<file path="src/rtl/serial_sub_pkg.sv">
// Shared types and sizing helpers for the bit-serial subtractor.
package serial_sub_pkg;

    typedef enum logic {
        IDLE = 1'b0,
        RUN  = 1'b1
    } state_e;

    localparam int unsigned DEFAULT_WIDTH = 32'd4;

    function automatic int unsigned cnt_width(input int unsigned width);
        return (width > 32'd1) ? $clog2(width) : 32'd1;
    endfunction

endpackage

</file>
<file path="src/rtl/full_subtractor.sv">
// Single-bit full subtractor cell: D = A - B - Bin, Bout is the borrow out.
module full_subtractor (
    input  logic A,
    input  logic B,
    input  logic Bin,
    output logic D,
    output logic Bout
);

    assign D    = A ^ B ^ Bin;
    assign Bout = (~A & B) | (~(A ^ B) & Bin);

endmodule

</file>
<file path="src/rtl/serial_subtractor_4bits.sv">
// Bit-serial A - B - Bin, one bit per enabled clock, LSB first, with a
// start/busy/done handshake and a registered {borrow, difference} result.
module serial_subtractor_4bits
    import serial_sub_pkg::*;
#(
    parameter int unsigned WIDTH = DEFAULT_WIDTH
) (
    input  logic             clk,
    input  logic             reset,
    input  logic             enable,
    input  logic             start,
    input  logic [WIDTH-1:0] A,
    input  logic [WIDTH-1:0] B,
    input  logic             Bin,
    output logic             busy,
    output logic             done,
    output logic [WIDTH:0]   D
);

    localparam int unsigned CW = cnt_width(WIDTH);

    state_e           state_q, state_d;
    logic [WIDTH-1:0] a_sr_q, a_sr_d;
    logic [WIDTH-1:0] b_sr_q, b_sr_d;
    logic [WIDTH-1:0] diff_sr_q, diff_sr_d;
    logic             borrow_q, borrow_d;
    logic [CW-1:0]    cnt_q, cnt_d;
    logic [WIDTH:0]   d_q, d_d;
    logic             done_q, done_d;

    logic             bit_d_s;
    logic             bit_bout_s;

    full_subtractor u_fs (
        .A    (a_sr_q[0]),
        .B    (b_sr_q[0]),
        .Bin  (borrow_q),
        .D    (bit_d_s),
        .Bout (bit_bout_s)
    );

    // Next-state logic: everything holds unless enable is high.
    always_comb begin
        state_d   = state_q;
        a_sr_d    = a_sr_q;
        b_sr_d    = b_sr_q;
        diff_sr_d = diff_sr_q;
        borrow_d  = borrow_q;
        cnt_d     = cnt_q;
        d_d       = d_q;
        done_d    = done_q;
        if (enable) begin
            case (state_q)
                IDLE: begin
                    done_d = 1'b0;
                    if (start) begin
                        state_d   = RUN;
                        a_sr_d    = A;
                        b_sr_d    = B;
                        borrow_d  = Bin;
                        diff_sr_d = '0;
                        cnt_d     = '0;
                    end else begin
                        state_d = IDLE;
                    end
                end
                RUN: begin
                    a_sr_d    = {1'b0, a_sr_q[WIDTH-1:1]};
                    b_sr_d    = {1'b0, b_sr_q[WIDTH-1:1]};
                    diff_sr_d = {bit_d_s, diff_sr_q[WIDTH-1:1]};
                    borrow_d  = bit_bout_s;
                    cnt_d     = cnt_q + CW'(1);
                    if (cnt_q == CW'(WIDTH - 1)) begin
                        // Final bit: publish the whole result in one step.
                        state_d = IDLE;
                        d_d     = {bit_bout_s, bit_d_s, diff_sr_q[WIDTH-1:1]};
                        done_d  = 1'b1;
                    end else begin
                        done_d = 1'b0;
                    end
                end
                default: begin
                    state_d = IDLE;
                    done_d  = 1'b0;
                end
            endcase
        end else begin
            state_d = state_q;
        end
    end

    // State and datapath registers with asynchronous reset.
    always_ff @(posedge clk or posedge reset) begin
        if (reset) begin
            state_q   <= IDLE;
            a_sr_q    <= '0;
            b_sr_q    <= '0;
            diff_sr_q <= '0;
            borrow_q  <= 1'b0;
            cnt_q     <= '0;
            d_q       <= '0;
            done_q    <= 1'b0;
        end else begin
            state_q   <= state_d;
            a_sr_q    <= a_sr_d;
            b_sr_q    <= b_sr_d;
            diff_sr_q <= diff_sr_d;
            borrow_q  <= borrow_d;
            cnt_q     <= cnt_d;
            d_q       <= d_d;
            done_q    <= done_d;
        end
    end

    assign busy = (state_q == RUN);
    assign done = done_q;
    assign D    = d_q;

endmodule

</file>
<file path="config.mk">
export PLATFORM = sky130hd
export DESIGN_NAME = serial_subtractor_4bits
export DESIGN_NICKNAME = d
export VERILOG_FILES = /design/src/rtl/serial_sub_pkg.sv /design/src/rtl/full_subtractor.sv /design/src/rtl/serial_subtractor_4bits.sv
export SDC_FILE = /design/constraint.sdc
export NUM_CORES = 1
export LEC_CHECK = 0
export BUFFER_PORTS_ARGS = -buffer_cell sky130_fd_sc_hd__buf_4
export CAP_MARGIN = 25
export CORE_MARGIN = 8
export CORE_UTILIZATION = 53
export CTS_CLUSTER_SIZE = 14
export DETAILED_ROUTE_END_ITERATION = 8
export PLACE_DENSITY = 0.78
export SETUP_SLACK_MARGIN = 0.15
export SYNTH_ARGS = -nofsm -noshare
export SYNTH_HDL_FRONTEND = slang
export SYNTH_SLANG_ARGS = --single-unit
</file>
<file path="constraint.sdc">
create_clock -name clk -period 1.63 [get_ports clk]
set_input_delay 0.326 -clock clk [delete_from_list [all_inputs] [get_ports clk]]
set_output_delay 0.326 -clock clk [all_outputs]
set_load 0.01 [all_outputs]
</file>
==> run_results.csv <==
group,metric,value,unit
synth,synth_edf_count,0,
timing,worst_slew_pin_slew,0.339,ns
drt,vias_per_cell,5.53,
synth,mappedNetlistNets,95,
drt,antenna_left,0,
drt,drc,0,
place,portBuffers,19,
drt,vias,691,
clocking,clkLatencyLatePin,0.30,ns
synth,synth-main-ff-cell,"dfrtp_1",
pwr,worst_ir_drop_vdd,0.787,mV
worst_setup_path,crit_slowest_cell,"dfrtp_2",
pwr,power_leakage,0.534,nW
synth,async_reset_ff_share,100,%
cells_and_area,area_delta_synth_final,15.2,%
timing,tns,0,ns
place,place_congestion,0.748,
global_routing,grt_overflow,0,
global_routing,first_global_vias,676,
timing,slew_violations,0,
pwr,p_sw_share,33.9,%
pwr,power_frac_comb,39.2,%
clocking,cts_root_buf,"clkbuf_4",
timing,rsz0062_at_grt,"no",
worst_setup_path,path_depth,1,
timing,timing.hold.ws,0.0383,ns
synth,synth.distinct_cells,27,
synth,ys.warnings.count,0,
place,dp_hpwl,1360,um
cells_and_area,num_antenna_cells,0,
worst_setup_path,r2r_slack,0.32,ns
clocking,htree_levels,1,
global_routing,grt_usage,11.2,%
worst_setup_path,worst-path-buf-inv,1,
hold_path,hp-class,"input port to async pin",
worst_setup_path,cp_max_fo,20,
drt,wirelength,1850,um
synth,yosysTopAreaCellShare,50.6,%
floorplanning,ios,20,
floorplanning,core,1900,um^2
synth,yosysTopAreaCell,"dfrtp_1",
pwr,clkPwrFrac,12.6,%
timing,finClkSkew,0.00186,ns
pwr,power_density,1610,nW/um^2
cells_and_area,finalNetCount,114,
synth,avgSynthCellArea,13.0,um^2
global_routing,grt_pass1_wl,3050,um
worst_setup_path,r2r_end,"D[3]$_DFFE_PP0P_",
worst_setup_path,cpLargestDelayFamily,"flip-flops",
clocking,cts.sink_count,21,
synth,yosysSeqAreaShare,50.6,%
clocking,cts_buffers,3,
drt,drtPass1Iterations,3,
synth,synth_cells,80,
timing,timing.final.crit_share,86.4,%
floorplanning,start_util,54.6,%
timing,setup-violations-final,0,
synth,synth_area_leaders,"dfrtp_1 (51%), mux2_2 (5.4%), a221oi_2 (4.3%), and4bb_2 (3.6%), a22o_1 (3.4%)",
drt,wl_per_cell,14.8,um
flow_run,cap_violations,0,
clocking,clk_pin_slew,0.11,ns
worst_setup_path,rr_worst_depth,3,
cells_and_area,drive_gt1_share,41.8,%
worst_setup_path,crit_start,"busy$_DFFE_PP0P_",
synth,synthMostInstantiatedCell,"dfrtp_1",
worst_setup_path,timing.rr.start,"borrow_q$_DFFE_PP0P_",
pwr,intPower,0.00127,W
synth,ys_ff_latch,21,
worst_setup_path,crit_chain,"buf_4",
global_routing,grt_max_degree,22,
outcome,status,"finished, final reports clean",
floorplanning,die_h,60.3,um
global_routing,antenna_found_initial,0,
pwr,p_switching,0.000652,W
drt,drt_iter0_markers,11,
synth,synth.cell_area,1040,um^2
floorplanning,fp.dieW,60.3,um
worst_setup_path,cp_data_required_time,1.30,ns
synth,synth_top_cells_by_count,"dfrtp_1 (21), inv_1 (8), mux2_2 (5)",
clocking,hold_buffers,0,
timing,maxSlewHeadroom,77.4,%
worst_setup_path,path_class,"flip-flop to output port",
timing,fmax,0.710,GHz
floorplanning,rows,16,
clocking,cts_tree,"built",
worst_setup_path,max_stage_delay,0.59,ns
worst_setup_path,critPathCaptureType,"output port",
worst_setup_path,cp-endpoint,"busy",
clocking,clockBufferDepth,2,
pwr,seqPwrFrac,48.2,%
worst_setup_path,crit_arrival,1.08,ns
worst_setup_path,start_kind,"flip-flop",
timing,hold_viol,0,
timing,layout_min_cycle_time,1.41,ns
floorplanning,fp.dieArea,3630,um^2
==> metrics by stage <==
stage,cells,util [%],cell area (um^2),setup WS [ns],power [W]
after floorplan,80,-,1040,0.404,0.00149
final,125,62.9,1200,0.222,0.00193
after global placement,121,61.4,1170,0.279,0.00167
after CTS,125,62.9,1200,0.227,0.00194
after global routing,125,62.9,1200,0.170,0.00206
after detailed placement,121,61.4,1170,0.236,0.00170
==> layout make-up <==
| cell class | instances | area [um^2] |
|---|---|---|
| Clock buffer | 4 | 26.3 |
| Inverter | 8 | 30.0 |
| Fill cell | 145 | 706 |
| Multi-Input combinational cell | 45 | 429 |
| Timing Repair Buffer | 20 | 150 |
| Sequential cell | 21 | 527 |
| Tap cell | 27 | 33.8 |
==> placed cells by master (no fill, tap or decap), drive strengths merged <==
cell    netlist  layout
clkbuf        0       4
o21a          1       1
dfrtp        21      21
a21oi         2       2
o221a         3       3
a31oi         2       2
nand3         3       3
o21ai         2       2
a221oi        3       3
and4bb        3       3
mux2          5       5
o221ai        2       2
inv           8       8
buf           6      20
a22o          4       4
ha            1       1
or3b          2       2
and2          1       1
and3b         1       1
a211oi        1       1
fa            1       1
nand2b        4       4
nor4bb        1       1
nand3b        3       3
==> cell families after synthesis <==
logic type	after synthesis	synth area share (%)
buffers and inverters	14	8.07
and+or+nand+nor	18	14.5
adders and majority gates	2	3.13
DFF	21	50.6
muxes	5	5.42
AOI/OAI and AO/OA	20	18.3
==> worst min-delay path by stage <==
stage / start / to / cells after the start / slack, ns
floorplan: reset / D[0]$_DFFE_PP0P_ / 1 / 0.30
global placement: reset / a_sr_q[0]$_DFFE_PP0P_ / 3 / 0.37
detailed placement: reset / a_sr_q[0]$_DFFE_PP0P_ / 3 / 0.38
CTS: reset / a_sr_q[0]$_DFFE_PP0P_ / 3 / 0.04
global route: reset / a_sr_q[0]$_DFFE_PP0P_ / 3 / 0.05
finish: reset / a_sr_q[0]$_DFFE_PP0P_ / 3 / 0.04
==> registers in the layout, indices dropped and copies added, names as in the netlist <==
| signal | cells |
|---|---|
| borrow_q | 1 |
| done | 1 |
| b_sr_q | 4 |
| cnt_q | 2 |
| a_sr_q | 4 |
| D | 5 |
| diff_sr_q | 3 |
| busy | 1 |
==> power by group through the flow <==
stage | clock (W) | sequential, W | combinational [W]
after floorplan | 0 | 0.000886 | 0.000602
after global routing | 0.000270 | 0.000965 | 0.000830
final | 0.000242 | 0.000928 | 0.000755
after detailed placement | 0 | 0.000938 | 0.000764
after CTS | 0.000248 | 0.000928 | 0.000768
after global placement | 0 | 0.000926 | 0.000744
==> per-layer routing <==
layer,vias to the layer above,wire length [um],track usage (%)
met1,340,870,14.4
li1,334,-,-
met5,-,0,0
met2,13,850,16.0
met4,0,39,6.46
met3,4,88,3.44
==> repair_timing <==
action,in CTS,in global routing
endpoints found under the setup margin,1,0
buffers inserted,0,0
endpoints found under the hold margin,0,0
resized for setup,1,0
(Power assumes the default switching activity.)
